**src/rtl/scf_arbiter.sv**
```systemverilog
`default_nettype none
// ============================================================================
// Module   : scf_arbiter
// Purpose  : Round-robin arbiter that shares one SCF control-flow filter among
//            NREQ commit-trace requesters. The granted record is captured in a
//            one-entry stage register, filtered and pushed into an output FIFO
//            with a valid/ready handshake toward the CFI checker.
// Ports    : clk, rst_n (async, active low)
//            req_valid[NREQ], req_data[64*NREQ] -> req_ready[NREQ] (one-hot/0)
//            out_valid, out_data[64] <- out_ready (FIFO head, non-fall-through)
//            grant_id   : index of the last accepted requester
//            fwd_count  : records written to the FIFO (saturating)
//            zero_count : filtered results equal to 0 (saturating)
//            busy       : stage register or FIFO non-empty
// Options  : SCF_DROP_ZERO_EN - discard zero results instead of queueing them
// Revision : 1.0 - initial release
// ============================================================================
module scf_arbiter #(
    parameter int NREQ  = 2,
    parameter int DEPTH = 4,
    parameter int CW    = 16
) (
    input  logic                     clk,
    input  logic                     rst_n,
    input  logic [NREQ-1:0]          req_valid,
    input  logic [64*NREQ-1:0]       req_data,
    output logic [NREQ-1:0]          req_ready,
    output logic                     out_valid,
    output logic [63:0]              out_data,
    input  logic                     out_ready,
    output logic [$clog2(NREQ)-1:0]  grant_id,
    output logic [CW-1:0]            fwd_count,
    output logic [CW-1:0]            zero_count,
    output logic                     busy
);

    localparam int                c_IW      = $clog2(NREQ);
    localparam int                c_PW      = $clog2(DEPTH);
    localparam int                c_NW      = c_PW + 1;
    localparam logic [c_IW-1:0]   c_PTR_RST = c_IW'(NREQ - 1);
    localparam logic [c_NW-1:0]   c_DEPTH_N = c_NW'(DEPTH);
    localparam logic [CW-1:0]     c_SAT     = '1;

    // Returns 0 for control-flow records whose qualifier/target is null.
    function automatic logic [63:0] f_scf_filter(input logic [63:0] rec);
        logic [5:0]  op;
        logic [5:0]  fn;
        logic [4:0]  rt;
        logic [25:0] tgt;
        logic        q0;
        logic        kill;
        op   = rec[31:26];
        fn   = rec[5:0];
        rt   = rec[20:16];
        tgt  = rec[25:0];
        q0   = (rec[63:32] == 32'd0);
        kill = 1'b0;
        case (op)
            6'd0:                   kill = q0 && (fn == 6'd8 || fn == 6'd9);
            6'd1:                   kill = q0 && (rt == 5'd0 || rt == 5'd1 ||
                                                  rt == 5'd16 || rt == 5'd17);
            6'd2, 6'd3:             kill = (tgt == 26'd0);
            6'd4, 6'd5, 6'd6, 6'd7: kill = q0;
            default:                kill = 1'b0;
        endcase
        return kill ? 64'd0 : rec;
    endfunction

    logic [c_IW-1:0] r_ptr;
    logic [c_IW-1:0] r_grant;
    logic            r_stage_valid;
    logic [63:0]     r_stage_data;
    logic [63:0]     r_mem [DEPTH];
    logic [c_PW-1:0] r_wr;
    logic [c_PW-1:0] r_rd;
    logic [c_NW-1:0] r_cnt;
    logic [CW-1:0]   r_fwd;
    logic [CW-1:0]   r_zero;

    logic [c_IW-1:0] w_cand;
    logic            w_found;
    logic [63:0]     w_cand_data;
    logic            w_accept_ok;
    logic            w_accept;
    logic            w_pop;
    logic            w_full;
    logic [63:0]     w_result;
    logic            w_res_zero;
    logic            w_drain;
    logic            w_push;

    // Rotating priority search starting just after the last grant.
    always_comb begin
        logic [c_IW-1:0] w_idx;
        w_found = 1'b0;
        w_cand  = r_ptr;
        w_idx   = r_ptr;
        for (int i = 1; i <= NREQ; i++) begin
            w_idx = c_IW'((int'(r_ptr) + i) % NREQ);
            if (!w_found && req_valid[w_idx]) begin
                w_found = 1'b1;
                w_cand  = w_idx;
            end
        end
    end

    assign w_cand_data = req_data[{w_cand, 6'b0} +: 64];
    assign w_full      = (r_cnt == c_DEPTH_N);
    assign out_valid   = (r_cnt != '0);
    assign w_pop       = out_ready & out_valid;
    assign w_result    = f_scf_filter(r_stage_data);
    assign w_res_zero  = (w_result == 64'd0);

`ifdef SCF_DROP_ZERO_EN
    // A zero result never needs FIFO room, so it drains even when full.
    assign w_drain = r_stage_valid & (~w_full | w_pop | w_res_zero);
    assign w_push  = w_drain & ~w_res_zero;
`else
    assign w_drain = r_stage_valid & (~w_full | w_pop);
    assign w_push  = w_drain;
`endif

    assign w_accept_ok = ~r_stage_valid | w_drain;
    assign w_accept    = rst_n & w_found & w_accept_ok;

    always_comb begin
        req_ready = '0;
        if (w_accept) begin
            req_ready[w_cand] = 1'b1;
        end
    end

    // Head is gated so out_data reads 0 whenever the FIFO is empty.
    assign out_data   = out_valid ? r_mem[r_rd] : 64'd0;
    assign grant_id   = r_grant;
    assign fwd_count  = r_fwd;
    assign zero_count = r_zero;
    assign busy       = r_stage_valid | out_valid;

    // Arbiter pointer and stage register.
    always_ff @(posedge clk or negedge rst_n) begin
        if (!rst_n) begin
            r_ptr         <= c_PTR_RST;
            r_grant       <= '0;
            r_stage_valid <= 1'b0;
            r_stage_data  <= 64'd0;
        end else begin
            if (w_accept) begin
                r_ptr         <= w_cand;
                r_grant       <= w_cand;
                r_stage_valid <= 1'b1;
                r_stage_data  <= w_cand_data;
            end else if (w_drain) begin
                r_stage_valid <= 1'b0;
            end
        end
    end

    // FIFO storage carries no reset; the gated head hides stale contents.
    always_ff @(posedge clk) begin
        if (w_push) begin
            r_mem[r_wr] <= w_result;
        end
    end

    always_ff @(posedge clk or negedge rst_n) begin
        if (!rst_n) begin
            r_wr   <= '0;
            r_rd   <= '0;
            r_cnt  <= '0;
            r_fwd  <= '0;
            r_zero <= '0;
        end else begin
            if (w_push) begin
                r_wr <= r_wr + 1'b1;
            end
            if (w_pop) begin
                r_rd <= r_rd + 1'b1;
            end
            case ({w_push, w_pop})
                2'b10:   r_cnt <= r_cnt + 1'b1;
                2'b01:   r_cnt <= r_cnt - 1'b1;
                default: r_cnt <= r_cnt;
            endcase
            if (w_push && r_fwd != c_SAT) begin
                r_fwd <= r_fwd + 1'b1;
            end
            if (w_drain && w_res_zero && r_zero != c_SAT) begin
                r_zero <= r_zero + 1'b1;
            end
        end
    end

endmodule
`default_nettype wire

```
**config.mk**
```make
export PLATFORM = sky130hd
export DESIGN_NAME = scf_arbiter
export DESIGN_NICKNAME = d
export VERILOG_FILES = /design/src/rtl/scf_arbiter.sv
export SDC_FILE = /design/constraint.sdc
export NUM_CORES = 1
export LEC_CHECK = 0
export BUFFER_PORTS_ARGS = -buffer_cell sky130_fd_sc_hd__buf_2
export CAP_MARGIN = 10
export CORE_MARGIN = 4
export CORE_UTILIZATION = 55
export CTS_BUF_LIST = sky130_fd_sc_hd__clkbuf_8
export DETAILED_ROUTE_END_ITERATION = 10
export PLACE_DENSITY_LB_ADDON = 0.25
export SKIP_CTS_REPAIR_TIMING = 1
export SYNTH_ARGS = -nofsm -noshare
export SYNTH_HDL_FRONTEND = slang
export SYNTH_SLANG_ARGS = --single-unit
```
**constraint.sdc**
```tcl
create_clock -name clk -period 3.9 [get_ports clk]
set_input_delay 0 -clock clk [delete_from_list [all_inputs] [get_ports clk]]
set_output_delay 0 -clock clk [all_outputs]
set_load 0.005 [all_outputs]
```
==> impl_metrics.tcl, run 1 <==
set metrics [dict create \
    outcome "finished, violations left" \
    violations "hold timing" \
    min_path_type "input port to async pin" \
    die_x_um 174 \
    fin_ws_ns 0.800 \
    vias_per_cell 5.46 \
    worstPathCellList "nor4_1 > nand4_1 > nor3_2 > a21o_1 > nand2_2 > and2_1" \
    ys_seq_area_share_pct 67.8 \
    fp-row-count 60 \
    irDropWorstVdd_mv 0.413 \
    drive_gt1_share_pct 30.4 \
    drtIter0Drc 821 \
    finalCritPeriodShare_pct 79.5 \
    yosysTopAreaCell "edfxtp_1" \
    grt_max_degree 102 \
    place_congestion 0.789 \
    cts_tree "done" \
    gr-usage-met2_pct 35.7 \
    diodes 0 \
    wirelength_mm 34.6 \
    worstSetupPathType "flop to flop" \
    setup_viol 0 \
    synth_area_um2 15200 \
    timing.fmax_mhz 323 \
    fp.coreArea_um2 27100 \
    synth_nets 1116 \
    h-tree-depth 2 \
    gr-total-overflow 0 \
    antenna_found_initial 0 \
    async_flop_share_pct 29.3 \
    crit_slowest_cell "nand2_2" \
    holdWs_ns -0.0120 \
    yosysUniqueCellTypes 46 \
    syn_avg_cell_area_um2 15.6 \
    dpl_cell_area_um2 16800 \
    p_leak_uw 0.00755 \
    synth_area_leaders "edfxtp_1 (50%), dfrtp_1 (17%), mux4_2 (9.5%), and2_1 (5.3%), mux2i_1 (4.3%)" \
    synth_top_area_share_pct 50.4 \
    gr-usage-met1_pct 27.7 \
    muxShareOfSynthArea_pct 14.1 \
    clockBufferDepth 3 \
    final_cell_area_um2 19300 \
    cellPowerDensity_nw_per_um2 644 \
    fin_setup_tns_ns 0 \
    slew_viol_final 0 \
    ys_warn_count 0 \
    synth_edf_count 256 \
    root_buffer "clkbuf_8" \
    track_usage_pct 20.9 \
    io_buffers 233 \
    top_usage_layer "met2" \
    mostFrequentLayoutCells "edfxtp_1 (256), buf_2 (232), dlygate4sd3_1 (131)" \
    start_util_pct 56.3 \
    worstMarginPinSlew_ns 1.24 \
    postRouteAntennaNets 0 \
    worstSetupStartpointType "flop" \
    ios 234 \
    maxCapViolations 0 \
    rsz0062_at_grt "false" \
    grt_pass1_vias 9304 \
    path_max_fanout 60 \
    synth-xor-area-share_pct 1.90 \
    area_delta_synth_final_pct 26.8 \
    die_h_um 174 \
    syn_inst 975 \
    numCtsBuffers 55 \
    synth-adder-area-share_pct 0.706 \
    worst_setup_path_end_kind "flop" \
    dp_hpwl_mm 20.2 \
    layout_commonest_cell "edfxtp_1" \
    synth_top_family_by_area "multiplexers" \
    clkLatencyLatePin_ns 0.59 \
    grt_first_pass_wirelength_mm 49.9 \
    min_period_ns 3.10 \
    dieArea_um2 30400 \
    relSlewSlack_pct 16.9 \
    grt_util_met3_pct 4.02 \
    crit_arrival_ns 3.40 \
    firstDrtPassIters 5 \
    hold_viol 22 \
    fin_nets 1494 \
    critPathMaxStageDelay_ns 0.65 \
    num_vias 9668 \
    synth-seq-cells 362 \
    yosys.area_share.simple_pct 11.0 \
    path_clk_slew_ns 0.06 \
    ys.flop_type "edfxtp_1" \
    cts_sinks 362 \
    crit_required_ns 4.20 \
    place_ws_ns 0.774 \
    wl_per_cell_um 19.5 \
    finClkSkew_ns 0.0280 \
    drc 0 \
    synth_compound_area_share_pct 2.76 \
]
-- cell usage after synthesis, types with 9 or more instances --
cell and instances:
edfxtp_1 256, and2_1 129, dfrtp_1 105, nor2_1 78
a21oi_1 67, mux2i_1 65, mux4_2 64, clkbuf_1 36
xor2_1 21, nand2_1 16, nor4_1 16, nand4_1 15
nand3_1 12, xnor2_1 12, buf_2 10, inv_1 9
-- metal layers --
metal	up-vias	part of all wire [%]
met4	0	2.4
met3	65	6.1
met5	-	0
li1	4428	-
met2	347	51
met1	4828	41
-- worst max-delay path, delay by kind of cell (launching register included) --
| family | cells | cell delay, ns |
|---|---|---|
| compound gates | 1 | 0.14 |
| flops | 1 | 0.41 |
| simple gates | 5 | 2.22 |
-- layout make-up --
class	count	area, um2
Tap cell	372	465
Fill cell	1772	7770
Sequential cell	362	10300
Timing Repair Buffer	374	2630
Clock buffer	65	895
Multi-Input combinational cell	550	4680
Inverter	10	37.5
Clock inverter	39	278
-- power breakdown --
group / leakage (uW) / internal [uW] / switching, uW
sequential: 0.00356 / 5030 / 561
clock: 0.000651 / 1790 / 1440
combinational: 0.00334 / 1940 / 1680
-- per-stage QoR --
stage | total power, uW | hold WS (ns) | cells | util, %
floorplan | 7680 | -0.296 | 975 | -
detailed placement | 9100 | 0.0656 | 1537 | 62.2
CTS | 12300 | -0.553 | 1641 | 66.5
finish | 12400 | -0.0120 | 1772 | 71.3
global placement | 9030 | 0.0530 | 1537 | 62.2
global route | 13100 | 0.0205 | 1772 | 71.3
-- state kept, by name, indices dropped and copies added, names as in the netlist --
signal,cells
r_mem,256
r_stage_data,64
fwd_count,16
zero_count,16
r_cnt,3
r_rd,2
r_wr,2
grant_id,1
r_ptr,1
r_stage_valid,1
-- final timing paths --
path                       slack (ns)        startpoint  depth (start not counted)               end
min in group clk                 0.13      req_valid[0]                          4             r_ptr
max reg2reg                      0.80  r_stage_data[49]                          6      r_mem[1][18]
max                              0.80  r_stage_data[49]                          6      r_mem[1][18]
max in group asynchronous        2.66             rst_n                          3  r_stage_data[24]
min reg2reg                      0.47          grant_id                          1          grant_id
min                             -0.01             rst_n                          2    zero_count[13]
-- kinds of logic after synthesis --
group | after synthesis
XOR/XNOR | 33
AND/OR/NAND/NOR | 298
adder cells (fa/ha/maj) | 8
buffers and inverters | 63
multiplexers | 134
flip-flops | 362
AO/OA/AOI/OAI | 77
(Power assumes the default switching activity.)
==> run 2: changes to the inputs <==
--- a/config.mk
+++ b/config.mk
@@ -5,10 +5,11 @@
 export SDC_FILE = /design/constraint.sdc
 export NUM_CORES = 1
 export LEC_CHECK = 0
+export ABC_AREA = 1
 export BUFFER_PORTS_ARGS = -buffer_cell sky130_fd_sc_hd__buf_2
 export CAP_MARGIN = 10
 export CORE_MARGIN = 4
-export CORE_UTILIZATION = 55
+export CORE_UTILIZATION = 53
 export CTS_BUF_LIST = sky130_fd_sc_hd__clkbuf_8
 export DETAILED_ROUTE_END_ITERATION = 10
 export PLACE_DENSITY_LB_ADDON = 0.25
==> constraint.sdc (replaced) <==
create_clock -name clk -period 2.8 [get_ports clk]
set_input_delay 0 -clock clk [delete_from_list [all_inputs] [get_ports clk]]
set_output_delay 0 -clock clk [all_outputs]
set_load 0.005 [all_outputs]
==> run 2 against run 1 <==
The flow now finishes without violations. Routed wire length increased by 29%. Power grew 76%. Global-route usage increased by 4.2 points. Critical path type unchanged. Die area is 5.4% higher.
==> impl_metrics.tcl, run 2 <==
set metrics [dict create \
    layout_commonest_cell "nor2_1" \
    syn_avg_cell_area_um2 10.5 \
    ios 234 \
    grt_first_pass_wirelength_mm 62.1 \
    worstSetupPathType "flop to flop" \
    dp_hpwl_mm 25.7 \
    synthTopCellsByCount "nor2_1 (379), edfxtp_1 (256), nand2_1 (193), o21ai_0 (124), dfrtp_1 (105)" \
    slew_viol_final 0 \
    p_leak_uw 0.00812 \
    vias_per_cell 5.53 \
    synth_edf_count 256 \
    synth_area_leaders "edfxtp_1 (50%), dfrtp_1 (17%), nor2_1 (9.2%), nand2_1 (4.7%), o21ai_0 (4.0%)" \
    wl_per_cell_um 19.4 \
    place_inst 2053 \
    worstMarginPinSlew_ns 0.981 \
    fin_util_pct 68.6 \
    holdWs_ns 0.0191 \
    place_ws_ns 0.422 \
    gr-total-overflow 0 \
    final_cells 2294 \
    top_usage_layer "met2" \
    fp-row-count 62 \
    maxCapViolations 0 \
    yosysMostFrequentCell "nor2_1" \
    grt_pass1_vias 11608 \
    min_period_ns 2.78 \
    postRouteAntennaNets 0 \
    antenna_found_initial 1 \
    mostFrequentLayoutCells "nor2_1 (374), edfxtp_1 (256), buf_2 (232)" \
    crit_arrival_ns 3.23 \
    clockBufferDepth 3 \
    clkLatencyLatePin_ns 0.59 \
    cts_tree "done" \
    syn_inst 1484 \
    cts_sinks 362 \
    fin_nets 2002 \
    place_congestion 0.825 \
    regMostFlops "r_mem" \
    h-tree-depth 2 \
    track_usage_pct 25.0 \
    path_clk_slew_ns 0.06 \
    root_buffer "clkbuf_8" \
    dieArea_um2 32100 \
    start_util_pct 53.9 \
    worstSetupStartpointType "flop" \
    synth_area_um2 15500 \
    wirelength_mm 44.5 \
    fin_ws_ns 0.0223 \
    fillers 2060 \
    cellPowerDensity_nw_per_um2 1110 \
    timing.fmax_mhz 360 \
    area_delta_synth_final_pct 27.2 \
    firstDrtPassIters 5 \
    synth-seq-cells 362 \
    async_flop_share_pct 29.3 \
    fin_setup_tns_ns 0 \
    crit_required_ns 3.25 \
    setup_viol 0 \
    path_max_fanout 63 \
    top_regs "r_mem: 256 flops, r_stage_data: 64 flops" \
    io_buffers 233 \
    hold_viol 0 \
    gr-usage-met2_pct 41.5 \
    irDropWorstVdd_mv 0.599 \
    synth_top_area_share_pct 49.5 \
    relSlewSlack_pct 34.6 \
    fp.coreArea_um2 28800 \
    grt_util_met3_pct 5.48 \
    synth_nets 1625 \
    outcome "finished, final reports clean" \
    worst_setup_path_end_kind "flop" \
    largest_reg_flops 256 \
    ys_warn_count 0 \
    numCtsBuffers 58 \
    grt_max_degree 67 \
    die_x_um 179 \
    num_vias 12686 \
    drive_gt1_share_pct 19.9 \
    drtIter0Drc 1265 \
    gr-usage-met1_pct 33.2 \
    finalCritPeriodShare_pct 99.2 \
    min_path_type "input port to flop" \
    die_h_um 179 \
    ys.flop_type "edfxtp_1" \
    finClkSkew_ns 0.0329 \
    yosysTopAreaCell "edfxtp_1" \
    drc 0 \
    yosysUniqueCellTypes 38 \
    ys_seq_area_share_pct 66.6 \
]
## run 2: final cells by class
type	count	area (um2)	share of cell area, %
inverters	103	393	1.99
multi-input cells	939	4470	22.6
clock buffers	70	963	4.88
well taps	384	480	2.43
clock inverters	38	231	1.17
diodes	1	2.50	0.0127
repair buffers	397	2860	14.5
flip-flops and latches	362	10300	52.4
## run 2: kinds of logic (layout without fill, tap and decap cells)
group / Yosys count / in the layout / share of synthesized area, %
other: 0 / 1 / 0
buffers and inverters: 183 / 608 / 4.82
adders and majority gates: 8 / 8 / 0.693
AOI/OAI and AO/OA: 266 / 266 / 9.75
and+or+nand+nor: 633 / 633 / 16.3
DFF: 362 / 362 / 66.6
muxes: 1 / 1 / 0.0725
xor gates and xnor gates: 31 / 31 / 1.75
## run 2: path summary, 6_finish.rpt
kind	from	end	depth (start not counted)	slack, ns
worst max-delay path	r_stage_valid	r_stage_data[5]	9	0.02
worst min-delay path	req_valid[1]	grant_id	5	0.02
worst max register to register	r_stage_valid	r_stage_data[5]	9	0.02
worst min register to register	fwd_count[14]	fwd_count[14]	1	0.49
max in group asynchronous	rst_n	r_rd[0]	4	1.21
min in group asynchronous	rst_n	zero_count[6]	3	0.12
## run 2: power breakdown
| part | internal [uW] | switching, uW | leakage (uW) | total (uW) |
|---|---|---|---|---|
| registers | 8110 | 658 | 0.00368 | 8760 |
| logic | 3090 | 5530 | 0.00376 | 8620 |
| clock network | 2530 | 2030 | 0.000679 | 4560 |
## run 2: critical path: stages, from the launching register on
cell	delay, ns
dfrtp_1	0.36
inv_1	0.08
a31oi_4	0.23
inv_2	0.15
nand2_2	0.14
nand2_4	0.11
inv_4	0.07
buf_4	0.65
o211ai_1	0.21
dlygate4sd3_1	0.63
## run 2: stage by stage
stage               instance area [um2]  total power, uW
detailed placement                17200            16700
floorplan                         15500            13400
global placement                  17200            16500
finish                            19700            21900
CTS                               18400            21300
global route                      19700            23300
## run 2: layer usage
metal  share of wire, %  vias up
met1                 38     6032
met3                9.2      144
li1                   -     5752
met5              0.020        -
met4                3.7        2
met2                 49      756
==> run 3: changes to the inputs <==
--- a/config.mk
+++ b/config.mk
@@ -5,13 +5,14 @@
 export SDC_FILE = /design/constraint.sdc
 export NUM_CORES = 1
 export LEC_CHECK = 0
-export ABC_AREA = 1
+export ABC_CLOCK_PERIOD_IN_PS = 2800
 export BUFFER_PORTS_ARGS = -buffer_cell sky130_fd_sc_hd__buf_2
 export CAP_MARGIN = 10
 export CORE_MARGIN = 4
 export CORE_UTILIZATION = 53
 export CTS_BUF_LIST = sky130_fd_sc_hd__clkbuf_8
 export DETAILED_ROUTE_END_ITERATION = 10
+export GPL_TIMING_DRIVEN = 0
 export PLACE_DENSITY_LB_ADDON = 0.25
 export SKIP_CTS_REPAIR_TIMING = 1
 export SYNTH_ARGS = -nofsm -noshare
==> run 3 against run 2 <==
Non-clock buffer count increased by 33. Power decreased by 20%. Worst setup slack improved by 0.042 ns. Design area about the same. Fmax increased by 1.5%. Critical path depth decreased by 2. Critical path type unchanged. Routed wire length decreased by 16%.
==> impl_metrics.tcl, run 3 (same netlist as run 1, synthesis figures left out) <==
set metrics [dict create \
    slew_viol_final 0 \
    drive_gt1_share_pct 29.6 \
    vias_per_cell 5.45 \
    cts_sinks 362 \
    timing.rr.end "r_mem[0][22]" \
    num_vias 10020 \
    place_ws_ns -0.0183 \
    grt_pass1_vias 9666 \
    worstSetupStartpointType "flop" \
    hold_depth 4 \
    regMostFlops "r_mem" \
    outcome "finished, final reports clean" \
    root_buffer "clkbuf_8" \
    clockBufferDepth 3 \
    cellPowerDensity_nw_per_um2 889 \
    dpl_cell_area_um2 17000 \
    place_congestion 0.786 \
    r2r_start "r_stage_data[49]" \
    fp.coreArea_um2 28100 \
    wl_per_cell_um 20.4 \
    setup_viol 0 \
    cts_tree "done" \
    finClkSkew_ns 0.0275 \
    wirelength_mm 37.6 \
    largest_reg_flops 256 \
    h-tree-depth 2 \
    path_clk_slew_ns 0.06 \
    firstDrtPassIters 6 \
    grt_first_pass_wirelength_mm 52.7 \
    track_usage_pct 21.7 \
    area_delta_synth_final_pct 29.6 \
    postRouteAntennaNets 0 \
    die_x_um 178 \
    path_max_fanout 10 \
    layout_commonest_cell "edfxtp_1" \
    reg2reg_depth 7 \
    finalCritPeriodShare_pct 97.7 \
    min_path_type "input port to flop" \
    min_period_ns 2.74 \
    crit_arrival_ns 3.05 \
    die_h_um 178 \
    antenna_found_initial 2 \
    ios 234 \
    relSlewSlack_pct 41.8 \
    worstSetupPathType "flop to flop" \
    p_leak_uw 0.00781 \
    fp-row-count 61 \
    io_buffers 233 \
    mostFrequentLayoutCells "edfxtp_1 (256), buf_2 (241), dlygate4sd3_1 (132)" \
    fin_ws_ns 0.0646 \
    fin_nets 1552 \
    hold-path-endpoint "r_ptr" \
    r2r_slack_ns 0.06 \
    drtIter0Drc 686 \
    dp_hpwl_mm 23.5 \
    crit_required_ns 3.12 \
    worstMarginPinSlew_ns 0.873 \
    hold_viol 0 \
    min-delay-start "req_valid[0]" \
    timing.fmax_mhz 366 \
    drc 0 \
    maxCapViolations 0 \
    worst_setup_path_end_kind "flop" \
    clkLatencyLatePin_ns 0.60 \
    gr-total-overflow 0 \
    dieArea_um2 31500 \
    numCtsBuffers 57 \
    irDropWorstVdd_mv 0.576 \
    start_util_pct 54.3 \
    top_regs "r_mem: 256 flops, r_stage_data: 64 flops" \
    grt_max_degree 69 \
    fin_setup_tns_ns 0 \
    final_cell_area_um2 19800 \
]
-- run 3: cell count changes in the layout (fill, tap and decap cells not counted), sizes merged, moves of 5 or more --
| cell | previous run | this run |
|---|---|---|
| nand2 | 199 | 16 |
| mux4 | 0 | 64 |
| buf | 265 | 259 |
| and2 | 0 | 130 |
| o211ai | 62 | 0 |
| nand3 | 27 | 13 |
| inv | 120 | 39 |
| o21ai | 133 | 3 |
| nor3b | 0 | 5 |
| nor4 | 1 | 17 |
| clkinv | 17 | 4 |
| clkbuf | 70 | 109 |
| mux2i | 0 | 65 |
| nor2 | 386 | 78 |
-- run 3: power breakdown --
| group | total, uW | switching (uW) | internal (uW) | leakage, uW |
|---|---|---|---|---|
| Clock | 4560 | 2000 | 2550 | 0.000718 |
| Sequential | 7440 | 440 | 7000 | 0.00356 |
| Combinational | 5570 | 2790 | 2770 | 0.00353 |
| Total | 17600 | 5240 | 12300 | 0.00781 |
-- run 3: worst max-delay path, stage by stage (launching register included) --
cell and delay, ns:
dfrtp_1 0.42, nor4_2 0.43, nand4_1 0.33, nor3_2 0.32, a21o_1 0.13, nand2_1 0.20
clkbuf_1 0.34, and2_1 0.30
-- run 3: final cells by class --
cell class	count	area (um2)
fillers	1950	8340
inverters	10	37.5
well taps	378	473
flip-flops and latches	362	10300
clock buffers	71	977
plain buffers	53	243
repair buffers	377	2800
diodes	1	2.50
clock inverters	37	224
multi-input cells	550	4660
-- run 3: per-stage QoR --
step	hold WS (ns)	power (uW)	util (%)	cells
finish	0.0784	17600	70.3	1839
global placement	0.302	12700	60.1	1586
CTS	-0.597	17300	64.9	1699
global route	0.132	18500	70.3	1839
detailed placement	0.0289	12800	60.6	1591
floorplan	-0.296	10700	-	975
-- run 3: how the worst max path moves through the flow --
stage                           startpoint              end  slack (ns)  depth (start not counted)
after floorplan                   r_cnt[2]      r_mem[2][0]        0.01                          4
after global placement               rst_n  r_stage_data[4]       -1.44                          6
after detailed placement             rst_n  r_stage_data[6]       -0.02                          7
after CTS                 r_stage_data[49]     r_mem[0][22]       -0.03                          7
after global routing      r_stage_data[49]     r_mem[1][22]       -0.07                          7
final                     r_stage_data[49]     r_mem[0][22]        0.06                          7
-- run 3: layer usage --
metal / up-vias / global-route usage (%) / wire length (um)
li1: 4540 / - / -
met2: 378 / 36.6 / 19100
met4: 2 / 5.96 / 1140
met5: - / 0 / 12
met1: 5012 / 28.9 / 14800
met3: 88 / 4.81 / 2460
